`config.mk`:
```
export PLATFORM = sky130hd
export DESIGN_NAME = move_input_ctrl_flat
export DESIGN_NICKNAME = d
export VERILOG_FILES = /design/src/rtl/move_input_ctrl_pkg.sv /design/src/rtl/move_input_ctrl_if.sv /design/src/rtl/move_input_ctrl_pixel_to_square.sv /design/src/rtl/move_input_ctrl.sv /design/src/flat_wrapper.sv
export SDC_FILE = /design/constraint.sdc
export NUM_CORES = 1
export LEC_CHECK = 0
export BUFFER_PORTS_ARGS = -buffer_cell sky130_fd_sc_hd__buf_2
export CAP_MARGIN = 20
export CORE_UTILIZATION = 44
export DETAILED_ROUTE_END_ITERATION = 7
export GPL_TIMING_DRIVEN = 0
export PLACE_DENSITY = 0.84
export SYNTH_ARGS = -nofsm -noshare
export SYNTH_HDL_FRONTEND = slang
export SYNTH_SLANG_ARGS = --single-unit
export TNS_END_PERCENT = 30
```
`constraint.sdc`:
```
create_clock -name clk -period 2.7 [get_ports clk]
set_input_delay 0.27 -clock clk [delete_from_list [all_inputs] [get_ports clk]]
set_output_delay 0.27 -clock clk [all_outputs]
set_load 0.02 [all_outputs]
```
`src/rtl/move_input_ctrl_pkg.sv`:
```
// chess_pkg: piece codes, the square type, the move FSM state enum and
// colour helpers shared by the move-input controller and its interface.
package chess_pkg;

  typedef logic [5:0] square_t;  // [5:3] row, [2:0] col

  localparam logic [3:0] EMPTY    = 4'h0;
  localparam logic [3:0] W_PAWN   = 4'h1;
  localparam logic [3:0] W_KNIGHT = 4'h2;
  localparam logic [3:0] W_BISHOP = 4'h3;
  localparam logic [3:0] W_ROOK   = 4'h4;
  localparam logic [3:0] W_QUEEN  = 4'h5;
  localparam logic [3:0] W_KING   = 4'h6;
  localparam logic [3:0] B_PAWN   = 4'h7;
  localparam logic [3:0] B_KNIGHT = 4'h8;
  localparam logic [3:0] B_BISHOP = 4'h9;
  localparam logic [3:0] B_ROOK   = 4'hA;
  localparam logic [3:0] B_QUEEN  = 4'hB;
  localparam logic [3:0] B_KING   = 4'hC;
  localparam logic [3:0] MARK     = 4'hD;

  typedef enum logic [2:0] {
    IDLE  = 3'd0,
    QUERY = 3'd1,
    CHECK = 3'd2,
    PICK  = 3'd3,
    HOLD  = 3'd4,
    PLACE = 3'd5
  } move_state_t;

  function automatic logic is_white(input logic [3:0] code);
    return (code >= W_PAWN) && (code <= W_KING);
  endfunction

  function automatic logic is_black(input logic [3:0] code);
    return (code >= B_PAWN) && (code <= B_KING);
  endfunction

endpackage

```
`src/rtl/move_input_ctrl_if.sv`:
```
// move_input_ctrl_if: bundle between the mouse front end / board store and
// the move-input controller.
//   master : controller view (mouse, board lookup and legal-move inputs in;
//            query, pick/place commands and status out)
//   slave  : environment view (mirror of master)
interface move_input_ctrl_if;
  logic                   mouse_left;
  logic [11:0]            xpos;
  logic [11:0]            ypos;
  logic [3:0]             query_code;
  logic [63:0]            possible_moves;
  logic                   game_over;
  chess_pkg::square_t     query_xy;
  chess_pkg::square_t     figure_position;
  logic                   pick_piece;
  logic                   place_piece;
  logic                   holding;
  chess_pkg::square_t     sel_pos;
  logic                   white_turn;

  modport master (
    input  mouse_left, xpos, ypos, query_code, possible_moves, game_over,
    output query_xy, figure_position, pick_piece, place_piece, holding,
           sel_pos, white_turn
  );

  modport slave (
    output mouse_left, xpos, ypos, query_code, possible_moves, game_over,
    input  query_xy, figure_position, pick_piece, place_piece, holding,
           sel_pos, white_turn
  );
endinterface

```
`src/rtl/move_input_ctrl_pixel_to_square.sv`:
```
// pixel_to_square: combinational map from a mouse pixel to a board square.
//   xpos, ypos : pixel coordinates
//   sq         : {row, col} of the square under the pointer
//   valid      : pointer lies inside the 8x8 board
module pixel_to_square
  import chess_pkg::*;
#(
  parameter int BOARD_X0 = 192,
  parameter int BOARD_Y0 = 112,
  parameter int SQ_SHIFT = 6
) (
  input  logic [11:0] xpos,
  input  logic [11:0] ypos,
  output square_t     sq,
  output logic        valid
);
  localparam logic [11:0] X0 = 12'(BOARD_X0);
  localparam logic [11:0] Y0 = 12'(BOARD_Y0);

  logic [11:0] dx, dy, col, row;

  // Subtraction wraps for pixels left/above the board; the >= tests reject those.
  assign dx  = xpos - X0;
  assign dy  = ypos - Y0;
  assign col = dx >> SQ_SHIFT;
  assign row = dy >> SQ_SHIFT;

  assign valid = (xpos >= X0) && (ypos >= Y0) && (col < 12'd8) && (row < 12'd8);
  assign sq    = {row[2:0], col[2:0]};
endmodule

```
`src/rtl/move_input_ctrl.sv`:
```
// move_input_ctrl: turns mouse clicks into 1-cycle pick/place pulses for the
// board store, enforcing side to move and legal destinations.
//   clk, rst_n : clock, asynchronous active-low reset
//   bus        : move_input_ctrl_if.master (mouse, board lookup, commands)
// Optional feature: define MOVE_TIMEOUT_EN to cancel a held move after
// TIMEOUT_CYCLES cycles in HOLD.
module move_input_ctrl
  import chess_pkg::*;
#(
  parameter int BOARD_X0       = 192,
  parameter int BOARD_Y0       = 112,
  parameter int SQ_SHIFT       = 6,
  parameter int TIMEOUT_CYCLES = 65_000_000
) (
  input  logic               clk,
  input  logic               rst_n,
  move_input_ctrl_if.master  bus
);
  move_state_t state_reg, state_next;
  square_t     cand_reg, cand_next;
  square_t     query_xy_reg, query_xy_next;
  square_t     fig_pos_reg, fig_pos_next;
  square_t     sel_pos_reg, sel_pos_next;
  logic        holding_reg, holding_next;
  logic        white_turn_reg, white_turn_next;
  logic        cancel_reg, cancel_next;
  logic        mouse_prev_reg;
  logic        click;
  square_t     click_sq;
  logic        click_sq_valid;

  pixel_to_square #(
    .BOARD_X0 (BOARD_X0),
    .BOARD_Y0 (BOARD_Y0),
    .SQ_SHIFT (SQ_SHIFT)
  ) u_pixel_to_square (
    .xpos  (bus.xpos),
    .ypos  (bus.ypos),
    .sq    (click_sq),
    .valid (click_sq_valid)
  );

  // A press counts once, on its first cycle, however long it is held.
  assign click = bus.mouse_left & ~mouse_prev_reg;

`ifdef MOVE_TIMEOUT_EN
  localparam logic [26:0] TO_LAST = 27'(TIMEOUT_CYCLES - 1);
  logic [26:0] tmo_cnt_reg, tmo_cnt_next;

  // Zero outside HOLD, so it is already clear on entry to HOLD.
  always_comb begin
    tmo_cnt_next = '0;
    if (state_reg == HOLD) tmo_cnt_next = tmo_cnt_reg + 27'd1;
  end

  always_ff @(posedge clk or negedge rst_n) begin
    if (!rst_n) tmo_cnt_reg <= '0;
    else        tmo_cnt_reg <= tmo_cnt_next;
  end
`endif

  always_comb begin
    state_next      = state_reg;
    cand_next       = cand_reg;
    query_xy_next   = query_xy_reg;
    fig_pos_next    = fig_pos_reg;
    sel_pos_next    = sel_pos_reg;
    holding_next    = holding_reg;
    white_turn_next = white_turn_reg;
    cancel_next     = cancel_reg;

    case (state_reg)
      IDLE: begin
        if (click && click_sq_valid && !bus.game_over) begin
          cand_next     = click_sq;
          query_xy_next = click_sq;
          state_next    = QUERY;
        end
      end
      QUERY: state_next = CHECK;  // board store registers query_code this cycle
      CHECK: begin
        if (white_turn_reg ? is_white(bus.query_code) : is_black(bus.query_code)) begin
          fig_pos_next = cand_reg;
          state_next   = PICK;
        end else begin
          state_next = IDLE;
        end
      end
      PICK: begin
        sel_pos_next = cand_reg;
        holding_next = 1'b1;
        state_next   = HOLD;
      end
      HOLD: begin
        if (click && click_sq_valid) begin
          if (click_sq == sel_pos_reg) begin
            fig_pos_next = click_sq;
            cancel_next  = 1'b1;
            state_next   = PLACE;
          end else if (bus.possible_moves[click_sq]) begin
            fig_pos_next = click_sq;
            cancel_next  = 1'b0;
            state_next   = PLACE;
          end
        end
`ifdef MOVE_TIMEOUT_EN
        // Timeout wins over a same-cycle click: the piece goes back home.
        if (tmo_cnt_reg == TO_LAST) begin
          fig_pos_next = sel_pos_reg;
          cancel_next  = 1'b1;
          state_next   = PLACE;
        end
`endif
      end
      PLACE: begin
        holding_next = 1'b0;
        if (!cancel_reg) white_turn_next = ~white_turn_reg;
        state_next = IDLE;
      end
      default: state_next = IDLE;
    endcase
  end

  always_ff @(posedge clk or negedge rst_n) begin
    if (!rst_n) begin
      state_reg      <= IDLE;
      cand_reg       <= '0;
      query_xy_reg   <= '0;
      fig_pos_reg    <= '0;
      sel_pos_reg    <= '0;
      holding_reg    <= 1'b0;
      white_turn_reg <= 1'b1;
      cancel_reg     <= 1'b0;
      mouse_prev_reg <= 1'b0;
    end else begin
      state_reg      <= state_next;
      cand_reg       <= cand_next;
      query_xy_reg   <= query_xy_next;
      fig_pos_reg    <= fig_pos_next;
      sel_pos_reg    <= sel_pos_next;
      holding_reg    <= holding_next;
      white_turn_reg <= white_turn_next;
      cancel_reg     <= cancel_next;
      mouse_prev_reg <= bus.mouse_left;
    end
  end

  assign bus.query_xy        = query_xy_reg;
  assign bus.figure_position = fig_pos_reg;
  assign bus.pick_piece      = (state_reg == PICK);
  assign bus.place_piece     = (state_reg == PLACE);
  assign bus.holding         = holding_reg;
  assign bus.sel_pos         = sel_pos_reg;
  assign bus.white_turn      = white_turn_reg;
endmodule

```
`src/flat_wrapper.sv`:
```
// flat-port wrapper written by rule: the top's interface ports become plain ports
module move_input_ctrl_flat import chess_pkg::*;
#(
  parameter int BOARD_X0       = 192,
  parameter int BOARD_Y0       = 112,
  parameter int SQ_SHIFT       = 6,
  parameter int TIMEOUT_CYCLES = 65_000_000
)
  (clk, rst_n, bus_mouse_left, bus_xpos, bus_ypos, bus_query_code, bus_possible_moves, bus_game_over, bus_query_xy, bus_figure_position, bus_pick_piece, bus_place_piece, bus_holding, bus_sel_pos, bus_white_turn);
  move_input_ctrl_if bus_i ();
  input  logic clk;
  input  logic rst_n;
  input wire logic [$bits(bus_i.mouse_left)-1:0] bus_mouse_left;
  input wire logic [$bits(bus_i.xpos)-1:0] bus_xpos;
  input wire logic [$bits(bus_i.ypos)-1:0] bus_ypos;
  input wire logic [$bits(bus_i.query_code)-1:0] bus_query_code;
  input wire logic [$bits(bus_i.possible_moves)-1:0] bus_possible_moves;
  input wire logic [$bits(bus_i.game_over)-1:0] bus_game_over;
  output wire logic [$bits(bus_i.query_xy)-1:0] bus_query_xy;
  output wire logic [$bits(bus_i.figure_position)-1:0] bus_figure_position;
  output wire logic [$bits(bus_i.pick_piece)-1:0] bus_pick_piece;
  output wire logic [$bits(bus_i.place_piece)-1:0] bus_place_piece;
  output wire logic [$bits(bus_i.holding)-1:0] bus_holding;
  output wire logic [$bits(bus_i.sel_pos)-1:0] bus_sel_pos;
  output wire logic [$bits(bus_i.white_turn)-1:0] bus_white_turn;
  assign bus_i.mouse_left = bus_mouse_left;
  assign bus_i.xpos = bus_xpos;
  assign bus_i.ypos = bus_ypos;
  assign bus_i.query_code = bus_query_code;
  assign bus_i.possible_moves = bus_possible_moves;
  assign bus_i.game_over = bus_game_over;
  assign bus_query_xy = bus_i.query_xy;
  assign bus_figure_position = bus_i.figure_position;
  assign bus_pick_piece = bus_i.pick_piece;
  assign bus_place_piece = bus_i.place_piece;
  assign bus_holding = bus_i.holding;
  assign bus_sel_pos = bus_i.sel_pos;
  assign bus_white_turn = bus_i.white_turn;
  move_input_ctrl #(.BOARD_X0(BOARD_X0), .BOARD_Y0(BOARD_Y0), .SQ_SHIFT(SQ_SHIFT), .TIMEOUT_CYCLES(TIMEOUT_CYCLES)) u_core (.clk(clk), .rst_n(rst_n), .bus(bus_i));
endmodule
```
==> qor.txt, run 1 <==
STATUS
-------------------------------------------------------------------------------------
Outcome ................................................................ complete, no violations

PWR
-------------------------------------------------------------------------------------
Comb power frac ........................................................        0.451
Static power due to leakage ............................................      1.36 nW
IR Drop Worst-Case VDD .................................................     0.254 mV
Share of total power in the clock network ..............................        0.167
Net switching component of the power ...................................     0.502 mW
Net switching fraction of the power ....................................        0.378
Cell-internal power ....................................................     0.824 mW
Share of power burned in registers .....................................        0.382
Power per cell area ....................................................   497 nW/um2

GRT
-------------------------------------------------------------------------------------
Largest net degree at the start of global routing ......................           26
Number of global-route vias before repair ..............................         2065
Global-route usage over all layers .....................................        0.248
Overall overflow remaining after global route ..........................            0
Initial antenna violation count ........................................            0
Global-route wire length before repair .................................      9510 um

STA
-------------------------------------------------------------------------------------
Tcrit/Tclk final .......................................................        0.917
Least-Margin Pin Slew ..................................................     0.601 ns
Worst hold margin ......................................................     0.124 ns
RSZ-0062 raised after global routing ...................................           no
Max Fclk ...............................................................      404 MHz
Min cycle time layout ..................................................      2.48 ns
Final number of max-transition violations ..............................            0
Max-slew headroom ......................................................        0.594
Count of final hold-check violations ...................................            0
TNS Setup ..............................................................         0 ns
Clock skew after layout ................................................   0.00695 ns
Total setup violations reported at the end of the flow .................            0
Setup slack of the critical path after layout ..........................     0.223 ns

FLOORPLAN
-------------------------------------------------------------------------------------
Core outline area ......................................................     4380 um2
Die Width ..............................................................      69.6 um
Starting utilization of the core area ..................................        0.459
Height of the die ......................................................      69.6 um
# IOs ..................................................................          118
Full die area ..........................................................     4850 um2
Std cell rows ..........................................................           24

ROUTING
-------------------------------------------------------------------------------------
Routed via count .......................................................         1980
Router iterations before antenna repair ................................            4
Antenna Violating Nets Remaining .......................................            0
Total wire length after detailed routing ...............................      5760 um
Number of design rule violations left after detail routing .............            0
Average vias per placed instance .......................................         5.72
First-iteration detailed-routing DRC count .............................          133
Routed wirelength normalized by instance count .........................      16.7 um

YOSYS
-------------------------------------------------------------------------------------
Commonest register cell after synthesis ................................ sky130_fd_sc_hd__dfrtp_1
Async set or reset register ratio after synthesis ......................         1.00
Sequential share of the synthesized area ...............................        0.312
Post-synthesis cell count ..............................................          183
Netlist cell types .....................................................           52
Cell taking the most area after synthesis .............................. sky130_fd_sc_hd__dfrtp_1
Number of nets produced by synthesis ...................................          280
Proportion of netlist area held by the largest area contributor ........        0.299
Synthesized cell area ..................................................     2010 um2
Syn_area_per_cell ......................................................     11.0 um2
Number of warning messages in the yosys log ............................            0
Dominant cells by area after synthesis ................................. sky130_fd_sc_hd__dfrtp_1 30%, sky130_fd_sc_hd__mux4_2 18%, sky130_fd_sc_hd__nand2_1 4.5%, sky130_fd_sc_hd__mux2_2 3.4%, sky130_fd_sc_hd__a211oi_1 2.6%
Flip-flop and latch count after synthesis ..............................           25
Count of flip-flops with a built-in enable after synthesis .............            0

SETUP PATH
-------------------------------------------------------------------------------------
Critical path's slowest cell ........................................... sky130_fd_sc_hd__a2111oi_0
Crit path top cell by count ............................................ sky130_fd_sc_hd__buf_2
Largest incremental delay on the critical path .........................      0.44 ns
Required arrival time at the worst endpoint ............................      2.86 ns
Critical Path AT .......................................................      2.63 ns
Worst setup SP type .................................................... primary input
Type of destination of the critical path ...............................     register
Worst Setup Path Type ..................................................    in -> reg
Highest fanout seen on the critical path ...............................           10
Cell chain of the critical path ........................................ buf_2 > ha_1 > buf_2 > clkbuf_4 > mux4_2 > a2111oi_0 > a2111o_1 > nand4_2 > a32o_1
Crit path buf inv count ................................................            3
Cell family with the largest share of critical-path delay .............. compound AO/OA/AOI/OAI gates

FINAL LAYOUT
-------------------------------------------------------------------------------------
Layout Nets ............................................................          392
Area growth from synthesis to final layout .............................        32.7%
Antenna diode count ....................................................            0
Proportion of layout cells with a drive suffix above 1 .................        0.486
Fillers ................................................................          380

CLOCKING
-------------------------------------------------------------------------------------
Clock-pin slew of the registers on the worst-case setup and hold paths .      0.09 ns
Number of H-tree levels ................................................            1
CTS tree ...............................................................          yes
Buffer count from post-CTS setup fixing ................................            0
CTS Root Cell .......................................................... sky130_fd_sc_hd__clkbuf_8
Clock Tree Buf Depth ...................................................            2
Number of buffers created by CTS .......................................            3
Clock Sink Count .......................................................           25
Clock latency of the later-clocked register in the worst-skew pair .....      0.27 ns

HOLD PATH
-------------------------------------------------------------------------------------
Min-Delay Path Class ...................................................    in -> reg

PLACED DESIGN
-------------------------------------------------------------------------------------
Setup WS pre-CTS .......................................................    -0.128 ns
Detailed-placement wirelength estimate .................................      4710 um
Count of buffers inserted at the top-level ports .......................          106
Placer congestion estimate .............................................        0.838

RUN
-------------------------------------------------------------------------------------
Maximum Capacitance Violations .........................................            0

-- cells by family (layout without fill, tap and decap cells) --
| kind of cell | after synthesis | after routing | synth area share |
|---|---|---|---|
| buffers and inverters | 17 | 128 | 0.0410 |
| AOI/OAI and AO/OA | 35 | 35 | 0.145 |
| adders and majority gates | 1 | 1 | 0.00622 |
| xor gates and xnor gates | 13 | 13 | 0.0784 |
| and+or+nand+nor | 66 | 66 | 0.169 |
| DFF | 25 | 25 | 0.312 |
| muxes | 26 | 26 | 0.249 |
-- cells in the final DEF, fill, tap and decap left out, types with 6 or more instances in the layout --
cell                         n
sky130_fd_sc_hd__a211oi_1    7
sky130_fd_sc_hd__buf_2     108
sky130_fd_sc_hd__dfrtp_1    24
sky130_fd_sc_hd__inv_1       9
sky130_fd_sc_hd__mux2_2      6
sky130_fd_sc_hd__mux4_2     16
sky130_fd_sc_hd__nand2_1    24
sky130_fd_sc_hd__nor2_1     10
-- path summary, 6_finish.rpt --
kind                            slack, ns                 from                            end  cells after the start
worst max-delay path                 0.22          bus_xpos[6]  u_core.bus.figure_position[3]                      9
worst min-delay path                 0.12       bus_mouse_left          u_core.mouse_prev_reg                      1
worst max register to register       0.52  u_core.state_reg[2]  u_core.bus.figure_position[5]                      6
worst min register to register       0.49   u_core.bus.holding             u_core.bus.holding                      2
max in group asynchronous            1.80                rst_n  u_core.bus.figure_position[4]                      2
min in group asynchronous            0.52                rst_n             u_core.cand_reg[5]                      2
-- metrics by stage --
step	util	instance area, um2	std cells	power, mW
floorplan	-	2010	183	0.896
global placement	0.595	2610	341	1.09
detailed placement	0.595	2610	341	1.11
CTS	0.607	2660	346	1.34
global route	0.609	2670	346	1.42
finish	0.609	2670	346	1.33
-- cells in the mapped netlist (all sizes together) (4+ instances only) --
| cell type | count |
|---|---|
| dfrtp | 24 |
| nand2 | 24 |
| mux4 | 18 |
| nor2 | 10 |
| inv | 9 |
| a211oi | 7 |
| mux2 | 6 |
| buf | 5 |
| nor2b | 5 |
| xnor2 | 5 |
| xor2 | 5 |
| a32oi | 4 |
| and3 | 4 |
| nand4 | 4 |
-- routing by layer --
metal,track usage,part of all wire
met5,0,0
met4,0.0844,0.017
met3,0.0436,0.051
met2,0.437,0.51
met1,0.306,0.42
-- repair_timing --
action,CTS,global route
setup endpoints to repair,0,2
endpoints found under the hold margin,8,0
hold buffers,1,0
gates resized for setup,0,2
-- cell type report --
type                    instances  area, um2  area share
multi-input cells             141       1310       0.490
repair buffers                107        541       0.202
flip-flops and latches         25        627       0.235
inverters                       9       33.8      0.0127
clock buffers                   4       45.0      0.0169
plain buffers                   8       51.3      0.0192
well taps                      52       65.1      0.0244
-- power by group through the flow --
stage | registers (mW) | clock network [mW] | logic [mW]
after global placement | 0.513 | 0 | 0.575
after global routing | 0.520 | 0.244 | 0.653
after floorplan | 0.580 | 0 | 0.316
after detailed placement | 0.514 | 0 | 0.592
after CTS | 0.507 | 0.230 | 0.598
final | 0.507 | 0.221 | 0.598
Note: power is estimated with default switching activity, not from simulation.
==> run 2, diff against run 1 <==
--- a/config.mk
+++ b/config.mk
@@ -7,6 +7,7 @@
 export LEC_CHECK = 0
 export BUFFER_PORTS_ARGS = -buffer_cell sky130_fd_sc_hd__buf_2
 export CAP_MARGIN = 20
+export CORE_ASPECT_RATIO = 0.5
 export CORE_UTILIZATION = 44
 export DETAILED_ROUTE_END_ITERATION = 7
 export GPL_TIMING_DRIVEN = 0
==> qor.txt, run 2 (synthesis gave the netlist of run 1 again) <==
SETUP PATH
-------------------------------------------------------------------------------------
Instance count on the critical path ....................................            9   unchanged
Highest fanout seen on the critical path ...............................           10   unchanged
Crit path top cell by count ............................................ sky130_fd_sc_hd__buf_2
Required arrival time at the worst endpoint ............................      2.86 ns   about the same
Cell chain of the critical path ........................................ buf_2 > ha_1 > buf_2 > buf_2 > mux4_2 > mux4_2 > nand3_1 > nand4_2 > a32o_1
Worst setup SP type .................................................... primary input
Worst Setup Path Type ..................................................    in -> reg
Crit path buf inv count ................................................            3   unchanged
Type of destination of the critical path ...............................     register
Critical Path AT .......................................................      2.67 ns   +0.04 ns
Cell family with the largest share of critical-path delay .............. multiplexers
Largest incremental delay on the critical path .........................      0.50 ns   +0.06 ns
Critical path's slowest cell ........................................... sky130_fd_sc_hd__mux4_2
Cell depth of the worst flop-to-flop path ..............................            5   -1

PWR
-------------------------------------------------------------------------------------
Total power ............................................................      1.33 mW   +0.63%
IR Drop Worst-Case VDD .................................................     0.227 mV   -10%
Static power due to leakage ............................................      1.36 nW   +0.15%
Power per cell area ....................................................   499 nW/um2   +0.58%

FINAL LAYOUT
-------------------------------------------------------------------------------------
Layout Nets ............................................................          392   unchanged
Antenna diode count ....................................................            0   unchanged
Most frequent cells in the layout ...................................... 109 x sky130_fd_sc_hd__buf_2, 24 x sky130_fd_sc_hd__nand2_1, 24 x sky130_fd_sc_hd__dfrtp_1
Proportion of layout cells with a drive suffix above 1 .................        0.490   +0.00340
Footprint of the multi-input gates .....................................     1310 um2   unchanged
Area growth from synthesis to final layout .............................        32.8%   about the same
Sequential standard cell area ..........................................      627 um2   unchanged
Fillers ................................................................          338   -11%
Most common library cell in the layout ignoring fill and taps .......... sky130_fd_sc_hd__buf_2
Non-filler cells, final ................................................          348   +0.58%

FLOORPLAN
-------------------------------------------------------------------------------------
Core outline area ......................................................     4140 um2   -5.5%
Std cell rows ..........................................................           16   -33%
Height of the die ......................................................      49.8 um   -28%
Full die area ..........................................................     4860 um2   +0.34%
# IOs ..................................................................          118   unchanged
Starting utilization of the core area ..................................        0.486   +0.0266
Die Width ..............................................................      97.6 um   +40%

CLOCKING
-------------------------------------------------------------------------------------
Number of H-tree levels ................................................            1   unchanged
CTS tree ...............................................................          yes
Buffer count from post-CTS setup fixing ................................            0   unchanged
Clock Tree Buf Depth ...................................................            2   unchanged
CTS Root Cell .......................................................... sky130_fd_sc_hd__clkbuf_8
Clock-pin slew of the registers on the worst-case setup and hold paths .      0.09 ns   about the same
Clock Sink Count .......................................................           25   unchanged
Clock latency of the later-clocked register in the worst-skew pair .....      0.27 ns   about the same
Number of buffers created by CTS .......................................            3   unchanged

ROUTING
-------------------------------------------------------------------------------------
Antenna Violating Nets Remaining .......................................            0   unchanged
Total routed wire length on the met1 layer .............................      2340 um   -3.5%
Average vias per placed instance .......................................         5.70   -0.47%
Routed wirelength normalized by instance count .........................      16.3 um   -2.2%
Wire length on met2 ....................................................      2860 um   -3.2%
First-iteration detailed-routing DRC count .............................           74   -44%
Number of design rule violations left after detail routing .............            6   +6
Met3 wire length .......................................................       409 um   +40%
Routed via count .......................................................         1982   +0.10%
Router iterations before antenna repair ................................            6   +2
Total wire length after detailed routing ...............................      5670 um   -1.6%
Highest layer used for signal routing ..................................         met4

PLACED DESIGN
-------------------------------------------------------------------------------------
Count of buffers inserted at the top-level ports .......................          106   unchanged
Placed instance count ..................................................          343   +0.59%
Placer congestion estimate .............................................        0.877   +4.7%
Detailed-placement wirelength estimate .................................      4650 um   -1.3%

STA
-------------------------------------------------------------------------------------
Final number of max-transition violations ..............................            0   unchanged
Max Fclk ...............................................................      399 MHz   -1.2%
RSZ-0062 raised after global routing ...................................           no
Tcrit/Tclk final .......................................................        0.928   +0.0112
Clock skew after layout ................................................   0.00115 ns   -0.00580 ns
TNS Setup ..............................................................         0 ns   unchanged
Count of final hold-check violations ...................................            0   unchanged
Least-Margin Pin Slew ..................................................     0.562 ns   -0.0388 ns
Max-slew headroom ......................................................        0.625   +0.0311
Total setup violations reported at the end of the flow .................            0   unchanged
Min cycle time layout ..................................................      2.51 ns   +0.0301 ns

GRT
-------------------------------------------------------------------------------------
Global-route usage over all layers .....................................        0.237   -0.0113
Overall overflow remaining after global route ..........................            0   unchanged
Largest net degree at the start of global routing ......................           26   unchanged
Global-route wire length before repair .................................      9160 um   -3.7%
Initial antenna violation count ........................................            0   unchanged
Number of global-route vias before repair ..............................         2045   -0.97%

STATUS
-------------------------------------------------------------------------------------
Failing checks .........................................................          DRC
Outcome ................................................................ finished with violations

HOLD PATH
-------------------------------------------------------------------------------------
Min-Delay Path Class ...................................................    in -> reg
Depth of the worst hold-timing path ....................................            1   unchanged

RUN
-------------------------------------------------------------------------------------
Maximum Capacitance Violations .........................................            0   unchanged

run 2: changes by cell type in the layout (fill, tap and decap cells not counted):
cell | previous run | this run
sky130_fd_sc_hd__clkbuf_1 | 4 | 3
sky130_fd_sc_hd__clkinv_2 | 0 | 1
sky130_fd_sc_hd__clkbuf_4 | 1 | 0
sky130_fd_sc_hd__buf_2 | 108 | 109
run 2: layer usage:
metal | up-vias | global-route usage
li1 | 939 | -
met1 | 948 | 0.292
met2 | 85 | 0.431
met3 | 10 | 0.0454
met4 | 0 | 0.0631
met5 | - | 0
run 2: metrics by stage:
stage	cell area, um2	utilization	setup WS [ns]	hold slack, ns
floorplan	2010	-	0.368	-0.0256
global route	2670	0.645	0.0741	0.104
CTS	2670	0.643	0.0694	0.108
detailed placement	2610	0.630	-0.218	0.294
finish	2670	0.645	0.193	0.111
global placement	2610	0.630	-0.170	0.278
run 2: what timing repair did:
| item | 4_1_cts | 5_1_grt |
|---|---|---|
| gates resized for setup | 0 | 1 |
| hold buffers | 1 | 0 |
| endpoints found under the hold margin | 16 | 0 |
| endpoints found under the setup margin | 0 | 2 |
run 2: worst paths after layout:
path	startpoint	endpoint	slack, ns
worst max-delay path	bus_xpos[6]	u_core.bus.figure_position[3]	0.19
worst min-delay path	bus_mouse_left	u_core.mouse_prev_reg	0.11
worst max register to register	u_core.bus.sel_pos[3]	u_core.bus.figure_position[3]	0.57
worst min register to register	u_core.bus.holding	u_core.bus.holding	0.47
max in group asynchronous	rst_n	u_core.bus.white_turn	1.80
min in group asynchronous	rst_n	u_core.bus.sel_pos[3]	0.52
run 2: report_power, final:
part	switching (mW)	leakage (nW)	internal (mW)
Sequential	0.0586	0.320	0.450
Clock	0.123	0.0255	0.103
Combinational	0.331	1.02	0.268
run 2: final cells by class:
type / instances / area share
flip-flops and latches: 25 / 0.235
well taps: 54 / 0.0253
plain buffers: 8 / 0.0183
multi-input cells: 141 / 0.489
repair buffers: 107 / 0.202
inverters: 9 / 0.0126
clock buffers: 3 / 0.0155
clock inverters: 1 / 0.00187
==> run 3, diff against run 2 <==
--- a/config.mk
+++ b/config.mk
@@ -5,13 +5,14 @@
 export SDC_FILE = /design/constraint.sdc
 export NUM_CORES = 1
 export LEC_CHECK = 0
-export BUFFER_PORTS_ARGS = -buffer_cell sky130_fd_sc_hd__buf_2
 export CAP_MARGIN = 20
 export CORE_ASPECT_RATIO = 0.5
-export CORE_UTILIZATION = 44
+export CORE_UTILIZATION = 55
 export DETAILED_ROUTE_END_ITERATION = 7
+export DONT_BUFFER_PORTS = 1
 export GPL_TIMING_DRIVEN = 0
-export PLACE_DENSITY = 0.84
+export PLACE_DENSITY = 0.73
+export SETUP_SLACK_MARGIN = 0.05
 export SYNTH_ARGS = -nofsm -noshare
 export SYNTH_HDL_FRONTEND = slang
 export SYNTH_SLANG_ARGS = --single-unit
==> qor.txt, run 3 (synthesis gave the netlist of run 1 again) <==
STATUS
-------------------------------------------------------------------------------------
Outcome ................................................................ complete, no violations

STA
-------------------------------------------------------------------------------------
Setup slack of the critical path after layout ..........................     0.232 ns   +0.0391 ns
Count of final hold-check violations ...................................            0   unchanged
Min cycle time layout ..................................................      2.47 ns   -0.0391 ns
Total setup violations reported at the end of the flow .................            0   unchanged
TNS Setup ..............................................................         0 ns   unchanged
Least-Margin Pin Slew ..................................................     0.607 ns   +0.0452 ns
Max-slew headroom ......................................................        0.594   -0.0311
Final number of max-transition violations ..............................            0   unchanged
RSZ-0062 raised after global routing ...................................           no
Worst hold margin ......................................................    0.0232 ns   -0.0880 ns
Clock skew after layout ................................................   0.00355 ns   +0.00240 ns
Max Fclk ...............................................................      405 MHz   +1.6%
Tcrit/Tclk final .......................................................        0.914   -0.0145

ROUTING
-------------------------------------------------------------------------------------
Average vias per placed instance .......................................         6.53   +15%
First-iteration detailed-routing DRC count .............................           89   +20%
Routed wirelength normalized by instance count .........................      20.1 um   +24%
Number of design rule violations left after detail routing .............            0   -6
Antenna Violating Nets Remaining .......................................            0   unchanged
Routed via count .......................................................         1566   -21%
Router iterations before antenna repair ................................            4   -2
Total wire length after detailed routing ...............................      4830 um   -15%

FLOORPLAN
-------------------------------------------------------------------------------------
Die Width ..............................................................      87.5 um   -10%
Starting utilization of the core area ..................................        0.579   +0.0940
Full die area ..........................................................     3920 um2   -19%
Std cell rows ..........................................................           15   -1
Height of the die ......................................................      44.8 um   -10%
# IOs ..................................................................          118   unchanged
Core outline area ......................................................     3470 um2   -16%

SETUP PATH
-------------------------------------------------------------------------------------
Critical Path AT .......................................................      2.63 ns   -0.04 ns
Crit path top cell by count ............................................ sky130_fd_sc_hd__buf_2
Cell depth of the worst flop-to-flop path ..............................            5   unchanged
Crit path buf inv count ................................................            2   -1
Capturing instance or port of the critical path ........................ u_core.bus.figure_position[3]
Required arrival time at the worst endpoint ............................      2.86 ns   about the same
Largest incremental delay on the critical path .........................      0.57 ns   +0.07 ns
Worst Setup Path Type ..................................................    in -> reg
Cell family with the largest share of critical-path delay .............. compound AO/OA/AOI/OAI gates
Type of destination of the critical path ...............................     register
Reg2reg start .......................................................... u_core.bus.sel_pos[3]
Cell chain of the critical path ........................................ ha_1 > buf_2 > buf_2 > xnor2_1 > nand3_1 > a2111oi_1 > a31oi_2 > a31o_2 > a32o_1
Worst reg-to-reg setup slack ...........................................      0.34 ns   -0.23 ns
Setup crit start .......................................................  bus_xpos[6]
Critical path's slowest cell ........................................... sky130_fd_sc_hd__a2111oi_1
Instance count on the critical path ....................................            9   unchanged
Reg2reg end ............................................................ u_core.bus.figure_position[3]
Highest fanout seen on the critical path ...............................           10   unchanged
Worst setup SP type .................................................... primary input

CLOCKING
-------------------------------------------------------------------------------------
CTS Root Cell .......................................................... sky130_fd_sc_hd__clkbuf_8
Post-cts gate resize count .............................................            0   unchanged
Buffer count from post-CTS setup fixing ................................            0   unchanged
Number of buffers created by CTS .......................................            3   unchanged
Clock-pin slew of the registers on the worst-case setup and hold paths .      0.09 ns   about the same
Number of H-tree levels ................................................            1   unchanged
CTS tree ...............................................................          yes
Clock latency of the later-clocked register in the worst-skew pair .....      0.27 ns   about the same
Clock Tree Buf Depth ...................................................            2   unchanged
Clock Sink Count .......................................................           25   unchanged
Hold-fix buffers at CTS ................................................            2   +1

FINAL LAYOUT
-------------------------------------------------------------------------------------
Fillers ................................................................          292   -14%
Area growth from synthesis to final layout .............................        6.96%
Non-filler cells, final ................................................          240   -31%
Layout Nets ............................................................          287   -27%
Proportion of layout cells with a drive suffix above 1 .................        0.201   -0.289
Most frequent cells in the layout ...................................... 24 x sky130_fd_sc_hd__nand2_1, 24 x sky130_fd_sc_hd__dfrtp_1, 16 x sky130_fd_sc_hd__mux4_2
Antenna diode count ....................................................            0   unchanged

PWR
-------------------------------------------------------------------------------------
Static power due to leakage ............................................     0.933 nW   -31%
Power per cell area ....................................................   560 nW/um2   +12%
Total power ............................................................      1.21 mW   -9.6%
IR Drop Worst-Case VDD .................................................     0.226 mV   -0.84%

HOLD PATH
-------------------------------------------------------------------------------------
Hold_sp ................................................................ bus_mouse_left
Min-Delay Path Class ...................................................    in -> reg

PLACED DESIGN
-------------------------------------------------------------------------------------
Count of buffers inserted at the top-level ports .......................            0   -100%
Setup WS pre-CTS .......................................................   -0.0225 ns   +0.195 ns
Placed instance count ..................................................          234   -32%
Placer congestion estimate .............................................        0.856   -2.5%
Detailed-placement wirelength estimate .................................      3910 um   -16%

GRT
-------------------------------------------------------------------------------------
Overall overflow remaining after global route ..........................            0   unchanged
Global-route usage over all layers .....................................        0.252   +0.0153
Number of global-route vias before repair ..............................         1516   -26%
Largest net degree at the start of global routing ......................           26   unchanged
Global-route wire length before repair .................................      7290 um   -20%
Initial antenna violation count ........................................            0   unchanged

RUN
-------------------------------------------------------------------------------------
Maximum Capacitance Violations .........................................            0   unchanged

## run 3: cell types whose count changed in the layout (fill, tap and decap cells not counted), sizes merged
| cell | change |
|---|---|
| buf | -105 |
## run 3: cell type report
cell class | count | area (um2) | area share
Clock inverter | 1 | 5.00 | 0.00233
Clock buffer | 3 | 41.3 | 0.0192
Buffer | 8 | 48.8 | 0.0227
Sequential cell | 25 | 627 | 0.291
Multi-Input combinational cell | 141 | 1300 | 0.605
Tap cell | 51 | 63.8 | 0.0297
Inverter | 9 | 33.8 | 0.0157
Timing Repair Buffer | 2 | 30.0 | 0.0140
## run 3: where the power goes
group | switching (mW) | total, mW | internal [mW]
Combinational | 0.207 | 0.397 | 0.190
Sequential | 0.141 | 0.591 | 0.450
Clock | 0.115 | 0.218 | 0.103
Total | 0.463 | 1.21 | 0.743
## run 3: per-stage QoR
stage / util / cell area (um2)
2_1_floorplan: - / 2010
3_3_place_gp: 0.598 / 2080
3_5_place_dp: 0.598 / 2080
4_1_cts: 0.620 / 2150
5_1_grt: 0.620 / 2150
6_report: 0.620 / 2150
## run 3: routing by layer
| layer | vias up | GRT usage | wire length [um] | share of wire |
|---|---|---|---|---|
| li1 | 729 | - | - | - |
| met2 | 73 | 0.433 | 2370 | 0.49 |
| met3 | 0 | 0.0695 | 419 | 0.087 |
| met1 | 764 | 0.337 | 2040 | 0.42 |
| met5 | - | 0 | 0 | 0 |
| met4 | 0 | 0.0328 | 0 | 0 |
## run 3: how the worst min path moves through the flow
stage / cells past startpoint / end / slack [ns]
global route: 0 / u_core.mouse_prev_reg / 0.01
finish: 0 / u_core.mouse_prev_reg / 0.02
CTS: 0 / u_core.mouse_prev_reg / 0.02
detailed placement: 0 / u_core.state_reg[1] / -0.02
floorplan: 0 / u_core.bus.figure_position[0] / -0.03
global placement: 0 / u_core.state_reg[1] / -0.02
